$ cat src/rtl/alu_share_arbiter.sv
// Round-robin arbiter sharing one combinational ALU between integer execute (port 0)
// and address generation (port 1). Operands and result are registered, and both sides use valid/ready handshakes.
module alu_share_arbiter #(
    parameter int WIDTH = 32,
    parameter int OPW   = 4
) (
    input  logic             clk,
    input  logic             rst,
    input  logic [1:0]       req_valid,
    output logic [1:0]       req_ready,
    input  logic [OPW-1:0]   req_op0,
    input  logic [OPW-1:0]   req_op1,
    input  logic [WIDTH-1:0] req_a0,
    input  logic [WIDTH-1:0] req_a1,
    input  logic [WIDTH-1:0] req_b0,
    input  logic [WIDTH-1:0] req_b1,
    output logic [1:0]       rsp_valid,
    input  logic [1:0]       rsp_ready,
    output logic [WIDTH-1:0] rsp_result,
    output logic [WIDTH-1:0] alu_d1,
    output logic [WIDTH-1:0] alu_d2,
    output logic [OPW-1:0]   alu_control,
    input  logic [WIDTH-1:0] alu_result
);

    typedef enum logic [1:0] {
        IDLE = 2'd0,
        EXEC = 2'd1,
        RESP = 2'd2
    } state_t;

    state_t state, state_next;
    logic   last_grant;
    logic   owner;
    logic   grant;
    logic   accept;
    logic   rsp_done;

    // A lone requester always wins; when both request, the port not served last time wins.
    always_comb begin
        grant = 1'b0;
        if (req_valid == 2'b11)
            grant = ~last_grant;
        else if (req_valid == 2'b10)
            grant = 1'b1;
    end

    always_comb begin
        state_next = state;
        req_ready  = 2'b00;
        accept     = 1'b0;
        rsp_done   = 1'b0;
        case (state)
            IDLE: begin
                if (|req_valid) begin
                    req_ready  = grant ? 2'b10 : 2'b01;
                    accept     = 1'b1;
                    state_next = EXEC;
                end
            end
            EXEC: state_next = RESP;
            RESP: begin
                if (rsp_ready[owner]) begin
                    rsp_done   = 1'b1;
                    state_next = IDLE;
                end
            end
            default: state_next = IDLE;
        endcase
    end

    always_ff @(posedge clk) begin
        if (rst)
            state <= IDLE;
        else
            state <= state_next;
    end

    // The ALU operand registers hold their values between requests so the ALU inputs stay quiet.
    always_ff @(posedge clk) begin
        if (rst) begin
            last_grant  <= 1'b1;
            owner       <= 1'b0;
            alu_d1      <= '0;
            alu_d2      <= '0;
            alu_control <= '0;
            rsp_valid   <= 2'b00;
            rsp_result  <= '0;
        end else begin
            if (accept) begin
                alu_d1      <= grant ? req_a1  : req_a0;
                alu_d2      <= grant ? req_b1  : req_b0;
                alu_control <= grant ? req_op1 : req_op0;
                owner       <= grant;
                last_grant  <= grant;
            end
            if (state == EXEC) begin
                rsp_result <= alu_result;
                rsp_valid  <= owner ? 2'b10 : 2'b01;
            end
            if (rsp_done)
                rsp_valid <= 2'b00;
        end
    end

endmodule

$ cat config.mk
export PLATFORM = sky130hd
export DESIGN_NAME = alu_share_arbiter
export DESIGN_NICKNAME = d
export VERILOG_FILES = /design/src/rtl/alu_share_arbiter.sv
export SDC_FILE = /design/constraint.sdc
export NUM_CORES = 1
export LEC_CHECK = 0
export ABC_AREA = 1
export CAP_MARGIN = 20
export CORE_MARGIN = 5
export CORE_UTILIZATION = 30
export CTS_CLUSTER_DIAMETER = 40
export DETAILED_ROUTE_END_ITERATION = 10
export DONT_BUFFER_PORTS = 1
export SYNTH_ARGS = -nofsm -noshare
export SYNTH_HDL_FRONTEND = slang
export SYNTH_SLANG_ARGS = --single-unit
$ cat constraint.sdc
create_clock -name clk -period 1.4 [get_ports clk]
set_clock_uncertainty 0.1 [all_clocks]
set_input_delay 0.21 -clock clk [delete_from_list [all_inputs] [get_ports clk]]
set_output_delay 0.21 -clock clk [all_outputs]
set_load 0.1 [all_outputs]
==> impl_metrics.py, run 1 <==
metrics = {
    "die": {
        "start_util_pct": 30.5,
        "die_w_um": 134,
        "die_h_um": 134,
        "rows": 45,
        "core_area_mm2": 0.0151,
        "io_pins": 278,
        "dieArea_mm2": 0.0180,
    },
    "timing": {
        "slew_viol_final": 0,
        "max_slew_margin_pct": 79.7,
        "fmax_mhz": 648,
        "tightestPinTransition_ns": 0.306,
        "holdWs_ns": -0.174,
        "hold_viol_final": 71,
        "setup_tns_ns": -0.280,
        "setup_slack_ns": -0.144,
        "period_share_pct": 110,
        "setup_violations": 2,
        "min_period_ns": 1.54,
        "rsz0062_at_grt": "yes",
    },
    "logic_synthesis": {
        "ys_types": 16,
        "synth_cells": 696,
        "synth.area.mux_share_pct": 0,
        "seq_area_frac_synth_pct": 46.0,
        "synth_area_leaders": "dfxtp_1, nand2_1, a21oi_1",
        "synth_xor_area_share_pct": 0,
        "yosys_warnings": 0,
        "synth_fa_ha_area_share_pct": 0,
        "synth_top_family_by_area": "simple AND/OR/NAND/NOR gates",
        "synth_nets": 870,
        "yosys_register_bits": 106,
        "synth_compound_area_share_pct": 11.7,
        "yosys.area_share.simple_pct": 36.4,
        "synth_top_area_share_pct": 46.0,
        "yosysTopAreaCell": "dfxtp_1",
        "synth.avg_cell_area_um2": 6.63,
        "synth_area_mm2": 0.00462,
    },
    "critical_path": {
        "critPathMaxFanout": 2,
        "arrival_ns": 1.23,
        "reg2reg_setup_slack_ns": 0.04,
        "cp-start-kind": "flip-flop",
        "crit_required_ns": 1.09,
        "crit_start": "state[1]",
        "critical_path.max_stage_delay_ns": 0.34,
        "timing.rr.start": "last_grant",
        "cp-end-kind": "primary output",
        "slowest_stage": "dfxtp_2",
        "criticalPathCategory": "flip-flop to primary output",
        "path_cells": "nor2_4, buf_6, nand2_4, clkinvlp_4, buf_12",
    },
    "global_route": {
        "grt_pass1_wl_mm": 23.3,
        "antenna_found_initial": 0,
        "grt_max_degree": 73,
        "overflow": 0,
        "grt_pass1_vias": 4587,
        "grtUsageTotal_pct": 16.1,
    },
    "final_layout": {
        "layout_common_cells": "nand2_1, buf_4, dfxtp_1",
        "final_util_pct": 43.2,
        "fin_area_mm2": 0.00655,
        "nets": 992,
        "area.growth.synth_to_final_pct": 41.8,
        "final_common_cell": "nand2_1",
        "final_layout_size_suffix_gt1_share_pct": 19.3,
        "antenna_cells": 0,
    },
    "drt": {
        "routed_wl_mm": 16.1,
        "ant_nets": 0,
        "vias": 4897,
        "wire_per_inst_um": 15.9,
        "drt_iter0_markers": 233,
        "dr.pass1.iters": 6,
        "viasPerCell": 4.85,
        "drc": 0,
    },
    "clock_tree": {
        "cts-htree-levels": 3,
        "path_clk_slew_ns": 0.07,
        "cts_sinks": 106,
        "cts-buffers-inserted": 9,
        "ctsHoldBuffers": 32,
        "clock_latency_ns": 0.34,
        "cts_tree": "yes",
        "cts_root_buf": "clkbuf_16",
        "clock_path_buffers": 2,
    },
    "status": {
        "violations": "negative hold slack, negative setup slack",
        "status": "finished, violations left",
    },
    "placement": {
        "hpwl_mm": 10.8,
        "post_dp_cell_area_mm2": 0.00573,
        "post-place-ws_ns": 0.0512,
        "port-buffer-count": 0,
        "gp_congestion": 0.763,
    },
    "power": {
        "p_leak_uw": 0.00302,
        "ir_worst_vdd_v": 0.000530,
        "p_per_area_mw_per_mm2": 1500,
    },
    "run": {
        "drv_cap": 0,
    },
    "worst_hold_path": {
        "hold_class": "input port to flip-flop",
        "min_from": "rst",
    },
}
==> worst paths after layout <==
| path | to | cells past startpoint |
|---|---|---|
| max reg2reg | alu_d2[18] | 8 |
| min | alu_d1[5] | 1 |
| min reg2reg | alu_d1[19] | 2 |
| max | req_ready[1] | 5 |
==> registers in the layout, indices dropped and copies added, names as in the netlist <==
register / cells
alu_d2: 32
rsp_valid: 2
last_grant: 1
rsp_result: 32
alu_d1: 32
alu_control: 4
state: 2
owner: 1
==> cells by family (layout without fill, tap and decap cells) <==
| family | after synthesis | in the layout |
|---|---|---|
| buffers and inverters | 62 | 188 |
| AND/OR/NAND/NOR | 422 | 422 |
| flip-flops | 106 | 106 |
| AO/OA/AOI/OAI | 106 | 106 |
==> cell type report <==
cell class / instances / area (um2)
Tap cell: 188 / 235
Multi-Input combinational cell: 528 / 2260
Clock buffer: 11 / 233
Fill cell: 1571 / 8600
Timing Repair Buffer: 164 / 1610
Sequential cell: 106 / 2130
Inverter: 9 / 52.6
Clock inverter: 4 / 28.8
==> synthesized netlist by cell type, drive strengths merged <==
| cell | n |
|---|---|
| clkinv | 1 |
| nand2 | 283 |
| inv | 8 |
| o21ai | 36 |
| nor2 | 70 |
| clkbuf | 25 |
| buf | 28 |
| dfxtp | 106 |
| a21oi | 70 |
| nand3 | 69 |
==> report_power, final <==
| part | switching, uW | internal (uW) | total, uW |
|---|---|---|---|
| Sequential | 154 | 3310 | 3470 |
| Clock | 1110 | 1200 | 2320 |
| Combinational | 3030 | 1040 | 4070 |
==> metrics by stage <==
step / power, uW / hold WS, ns / std cells
after floorplan: 6540 / 0.277 / 696
after global placement: 7340 / 0.186 / 953
after detailed placement: 7350 / 0.188 / 953
after CTS: 9830 / -0.186 / 1004
after global routing: 10300 / -0.194 / 1010
final: 9850 / -0.174 / 1010
==> critical path: cells and delay by family, from the launching register on <==
family	cells	cell delay [ns]
DFF	1	0.34
buffers and inverters	3	0.35
and+or+nand+nor	2	0.19
==> layer usage <==
layer	up-vias	track usage, %	routed length [um]
met5	-	0	0
met4	0	6.96	379
met3	21	4.28	1270
met2	211	27.2	7820
met1	2201	19.3	6630
li1	2464	-	-
==> repair_timing <==
action                                  in CTS  in global routing
pin swaps                                    3                  1
endpoints found under the hold margin      103                 71
setup buffers                                4                  0
cloned                                       0                  6
endpoints found under the setup margin       2                 96
gates resized for setup                      5                 11
Power figures use the tool's default switching activity.
==> run 2: changes to the inputs <==
==> constraint.sdc (replaced) <==
create_clock -name clk -period 1.4 [get_ports clk]
set_clock_uncertainty 0.1 [all_clocks]
set_input_delay 0.35 -clock clk [delete_from_list [all_inputs] [get_ports clk]]
set_output_delay 0.35 -clock clk [all_outputs]
set_load 0.1 [all_outputs]
==> run 2 against run 1 <==
Compared with the run above: the flow still finishes with violations (negative hold slack, negative setup slack); die area unchanged; global-route usage up 0.46 points; highest routed layer unchanged; sequential power up 3%; sequential share of layout area down 5.5 points; register-to-register slack worse by 0.17 ns; largest cell class is now buffers; clock power up 9.5%; setup slack worse by 0.13 ns; worst hold slack better by 0.14 ns.
==> impl_metrics.py, run 2 (synthesized netlist as in run 1, its figures left out) <==
metrics = {
    "drt": {
        "ant_nets": 0,
        "drc": 0,
        "drt_iter0_markers": 242,
        "viasPerCell": 4.96,
        "dr.pass1.iters": 5,
        "wire_per_inst_um": 18.2,
        "routed_wl_mm": 18.1,
        "vias": 4943,
    },
    "critical_path": {
        "timing.rr.start": "state[1]",
        "crit_buf_inv": 1,
        "crit_required_ns": 0.95,
        "r2r_cells": 8,
        "slowest_stage": "dfxtp_2",
        "worstReg2RegEnd": "alu_d1[10]",
        "reg2reg_setup_slack_ns": -0.13,
        "cp-start-kind": "flip-flop",
        "endpoint": "req_ready[0]",
        "cp_top_family": "flip-flops",
        "arrival_ns": 1.22,
        "criticalPathCategory": "flip-flop to primary output",
        "crit_top_cell": "nor2_4",
        "crit_start": "state[1]",
        "cp_num_cells": 4,
        "critPathMaxFanout": 2,
        "critical_path.max_stage_delay_ns": 0.33,
        "cp-end-kind": "primary output",
        "path_cells": "nor2_4, o21ai_4, nor2_4, buf_12",
    },
    "die": {
        "die_h_um": 134,
        "io_pins": 278,
        "core_area_mm2": 0.0151,
        "die_w_um": 134,
        "dieArea_mm2": 0.0180,
        "start_util_pct": 30.5,
        "rows": 45,
    },
    "final_layout": {
        "final_layout_size_suffix_gt1_share_pct": 30.0,
        "fillers": 1371,
        "antenna_cells": 0,
        "reg.largest.list": "alu_d1 x32, alu_d2 x32, rsp_result x32",
        "final_common_cell": "nand2_1",
        "stdcell_count": 996,
        "area.growth.synth_to_final_pct": 73.0,
        "nets": 979,
        "layout_common_cells": "nand2_1, buf_12, dfxtp_1",
    },
    "clock_tree": {
        "path_clk_slew_ns": 0.07,
        "cts_sinks": 106,
        "cts_root_buf": "clkbuf_16",
        "clock_path_buffers": 2,
        "cts_tree": "yes",
        "clock_latency_ns": 0.34,
        "cts-buffers-inserted": 9,
        "cts-htree-levels": 3,
    },
    "power": {
        "ir_worst_vdd_v": 0.000582,
        "p_switching_uw": 4610,
        "power.internal_uw": 6640,
        "pwr-share-clk_pct": 22.6,
        "pwr-share-seq_pct": 31.9,
        "switching_share_pct": 41.0,
        "p_leak_uw": 0.00342,
        "p_per_area_mw_per_mm2": 1410,
        "p_comb_share_pct": 45.5,
    },
    "timing": {
        "setup_tns_ns": -5.38,
        "min_period_ns": 1.67,
        "setup_slack_ns": -0.270,
        "hold_viol_final": 59,
        "holdWs_ns": -0.0369,
        "period_share_pct": 119,
        "max_slew_margin_pct": 79.9,
        "slew_viol_final": 0,
        "tightestPinTransition_ns": 0.298,
        "setup_violations": 58,
        "rsz0062_at_grt": "yes",
        "fmax_mhz": 599,
    },
    "global_route": {
        "grt_pass1_wl_mm": 23.7,
        "antenna_found_initial": 0,
        "grt_max_degree": 73,
        "overflow": 0,
        "grt_pass1_vias": 4614,
        "grtUsageTotal_pct": 16.6,
    },
    "placement": {
        "place_inst": 958,
        "port-buffer-count": 0,
        "gp_congestion": 0.780,
        "hpwl_mm": 11.5,
    },
    "run": {
        "drv_cap": 0,
    },
    "status": {
        "status": "finished, violations left",
        "violations": "negative hold slack, negative setup slack",
    },
    "worst_hold_path": {
        "hold_class": "input port to flip-flop",
        "worstHoldPathCells": 1,
    },
}
## run 2: changes by cell type in the layout (fill, tap and decap cells not counted), sizes merged
cell	before	now
buf	126	137
bufinv	0	1
dlygate4sd3	32	0
clkbuf	17	23
## run 2: worst min path at each step
stage / startpoint / end / slack [ns]
finish: rst / alu_d2[11] / -0.04
global route: rst / alu_d2[16] / -0.06
CTS: rst / alu_d2[17] / -0.05
detailed placement: rst / alu_d2[3] / 0.33
global placement: rst / alu_d2[4] / 0.33
floorplan: last_grant / last_grant / 0.35
## run 2: per-stage QoR
stage,utilization (%),worst slack [ns],cell area (um2),total power [uW]
2_1_floorplan,-,-0.338,4660,6540
3_3_place_gp,46.0,0.00607,6970,8160
3_5_place_dp,46.0,-0.0136,6970,8200
4_1_cts,48.6,-0.274,7350,10800
5_1_grt,52.7,-0.325,7990,11700
6_report,52.7,-0.270,7990,11200
## run 2: layout make-up
| class | instances | area [um2] | area share (%) |
|---|---|---|---|
| well taps | 188 | 235 | 2.95 |
| clock buffers | 10 | 239 | 2.99 |
| flip-flops and latches | 106 | 2150 | 27.0 |
| repair buffers | 150 | 2840 | 35.6 |
| clock inverters | 4 | 53.8 | 0.674 |
| multi-input cells | 528 | 2380 | 29.8 |
| repair inverters | 1 | 16.3 | 0.204 |
| inverters | 9 | 66.3 | 0.830 |
## run 2: power by group through the flow
stage	registers [uW]	clock network [uW]	logic [uW]
6_report	3590	2540	5120
5_1_grt	3610	2740	5360
4_1_cts	3570	2640	4620
3_5_place_dp	3640	0	4570
3_3_place_gp	3620	0	4540
2_1_floorplan	5540	0	997
## run 2: metal layers
layer	global-route usage [%]	vias to the layer above	wire length (um)
met5	0	-	0
met3	5.29	16	1420
met2	29.1	227	9130
met1	19.3	2254	7260
met4	5.09	0	320
li1	-	2446	-
## run 2: repair_timing
action,in CTS,in global routing
gates resized for setup,21,79
endpoints found under the hold margin,71,71
gates cloned,0,19
setup endpoints to repair,7,90
setup buffers,4,1
pin swaps,4,5
==> run 3: changes to the inputs <==
==> constraint.sdc (replaced) <==
create_clock -name clk -period 2.2 [get_ports clk]
set_clock_uncertainty 0.1 [all_clocks]
set_input_delay 0.55 -clock clk [delete_from_list [all_inputs] [get_ports clk]]
set_output_delay 0.55 -clock clk [all_outputs]
set_load 0.1 [all_outputs]
==> run 3 against run 2 <==
Compared with the run above: the run now ends clean; critical path depth unchanged; first-iteration DRC count down 6.6%; sequential cell count unchanged; largest cell class is now multi-input gates; count of clock-buffer cells in the layout up 1; die area unchanged; cell count down 3.5%; setup slack better by 0.48 ns; sequential power down 40%.
==> impl_metrics.py, run 3 (synthesized netlist as in run 1, its figures left out) <==
metrics = {
    "power": {
        "power_uw": 6230,
        "p_leak_uw": 0.00272,
        "ir_worst_vdd_v": 0.000354,
        "p_per_area_mw_per_mm2": 1070,
    },
    "worst_hold_path": {
        "worstHoldPathCells": 1,
        "hold_class": "input port to flip-flop",
    },
    "timing": {
        "min_period_ns": 1.99,
        "fmax_mhz": 502,
        "holdWs_ns": 0.169,
        "setup_slack_ns": 0.208,
        "slew_viol_final": 0,
        "period_share_pct": 90.6,
        "rsz0062_at_grt": "no",
        "tightestPinTransition_ns": 0.688,
        "setup_violations": 0,
        "max_slew_margin_pct": 54.2,
        "hold_viol_final": 0,
    },
    "critical_path": {
        "cp-end-kind": "primary output",
        "criticalPathCategory": "flip-flop to primary output",
        "path_cells": "nor2_2, o21ai_4, nor2_4, buf_12",
        "cp-start-kind": "flip-flop",
        "r2r_cells": 6,
        "cp_num_cells": 4,
        "crit_required_ns": 1.55,
        "critPathMaxFanout": 4,
        "critical_path.max_stage_delay_ns": 0.32,
        "cp_top_family": "simple AND/OR/NAND/NOR gates",
        "slowest_stage": "dfxtp_1",
        "arrival_ns": 1.34,
        "crit_buf_inv": 1,
    },
    "final_layout": {
        "area.growth.synth_to_final_pct": 26.5,
        "fillers": 1657,
        "antenna_cells": 0,
        "reg.largest.list": "alu_d1 x32, alu_d2 x32, rsp_result x32",
        "nets": 943,
        "final_common_cell": "nand2_1",
        "layout_common_cells": "nand2_1, buf_4, dfxtp_1",
        "final_layout_size_suffix_gt1_share_pct": 17.7,
    },
    "drt": {
        "wire_per_inst_um": 15.5,
        "drc": 0,
        "routed_wl_mm": 14.9,
        "viasPerCell": 4.81,
        "vias": 4626,
        "dr.pass1.iters": 4,
        "drt_iter0_markers": 226,
        "ant_nets": 0,
    },
    "clock_tree": {
        "cts_setup_buffers": 0,
        "cts_sinks": 106,
        "cts_tree": "yes",
        "cts-htree-levels": 3,
        "path_clk_slew_ns": 0.07,
        "cts-buffers-inserted": 9,
        "clock_latency_ns": 0.34,
        "cts_root_buf": "clkbuf_16",
        "ctsHoldBuffers": 0,
        "clock_path_buffers": 2,
        "ctsResizeCount": 0,
    },
    "placement": {
        "port-buffer-count": 0,
        "hpwl_mm": 10.8,
        "gp_congestion": 0.763,
        "post-place-ws_ns": 0.317,
    },
    "global_route": {
        "grt_pass1_wl_mm": 22.7,
        "grt_max_degree": 73,
        "overflow": 0,
        "grt_pass1_vias": 4251,
        "antenna_found_initial": 0,
        "grtUsageTotal_pct": 15.9,
    },
    "die": {
        "core_area_mm2": 0.0151,
        "rows": 45,
        "die_w_um": 134,
        "start_util_pct": 30.5,
        "dieArea_mm2": 0.0180,
        "die_h_um": 134,
        "io_pins": 278,
    },
    "run": {
        "drv_cap": 0,
    },
    "status": {
        "status": "completed",
    },
}
==> run 3: per-layer routing <==
metal / vias up / part of all wire [%] / global-route usage, %
met5: - / 0 / 0
li1: 2363 / - / -
met2: 184 / 50 / 27.6
met4: 0 / 1.0 / 5.03
met1: 2068 / 40 / 18.5
met3: 11 / 9.1 / 5.18
==> run 3: worst paths after layout <==
check | end | slack [ns] | from
max reg2reg | alu_d1[16] | 0.47 | state[1]
max | req_ready[0] | 0.21 | state[1]
min reg2reg | alu_d1[15] | 0.36 | alu_d1[15]
min | alu_control[0] | 0.17 | rst
==> run 3: power by group <==
group	switching (uW)	total [uW]	internal, uW	leakage [uW]
clock	696	1690	997	0.000146
combinational	1890	2360	472	0.00170
sequential	66.6	2170	2100	0.000873
==> run 3: cell type report <==
class / instances / area (um2) / share of cell area, %
clock buffers: 11 / 233 / 3.99
clock inverters: 4 / 76.3 / 1.31
inverters: 9 / 37.5 / 0.643
multi-input cells: 528 / 2230 / 38.3
flip-flops and latches: 106 / 2120 / 36.3
well taps: 188 / 235 / 4.03
repair buffers: 115 / 901 / 15.4
==> run 3: stage by stage <==
stage / instance area, um2 / utilization (%) / setup TNS, ns / cells
after floorplan: 4640 / - / -0.0188 / 696
after global placement: 5530 / 36.5 / 0 / 946
after detailed placement: 5530 / 36.5 / 0 / 946
after CTS: 5840 / 38.6 / 0 / 961
after global routing: 5840 / 38.6 / 0 / 961
final: 5840 / 38.6 / 0 / 961
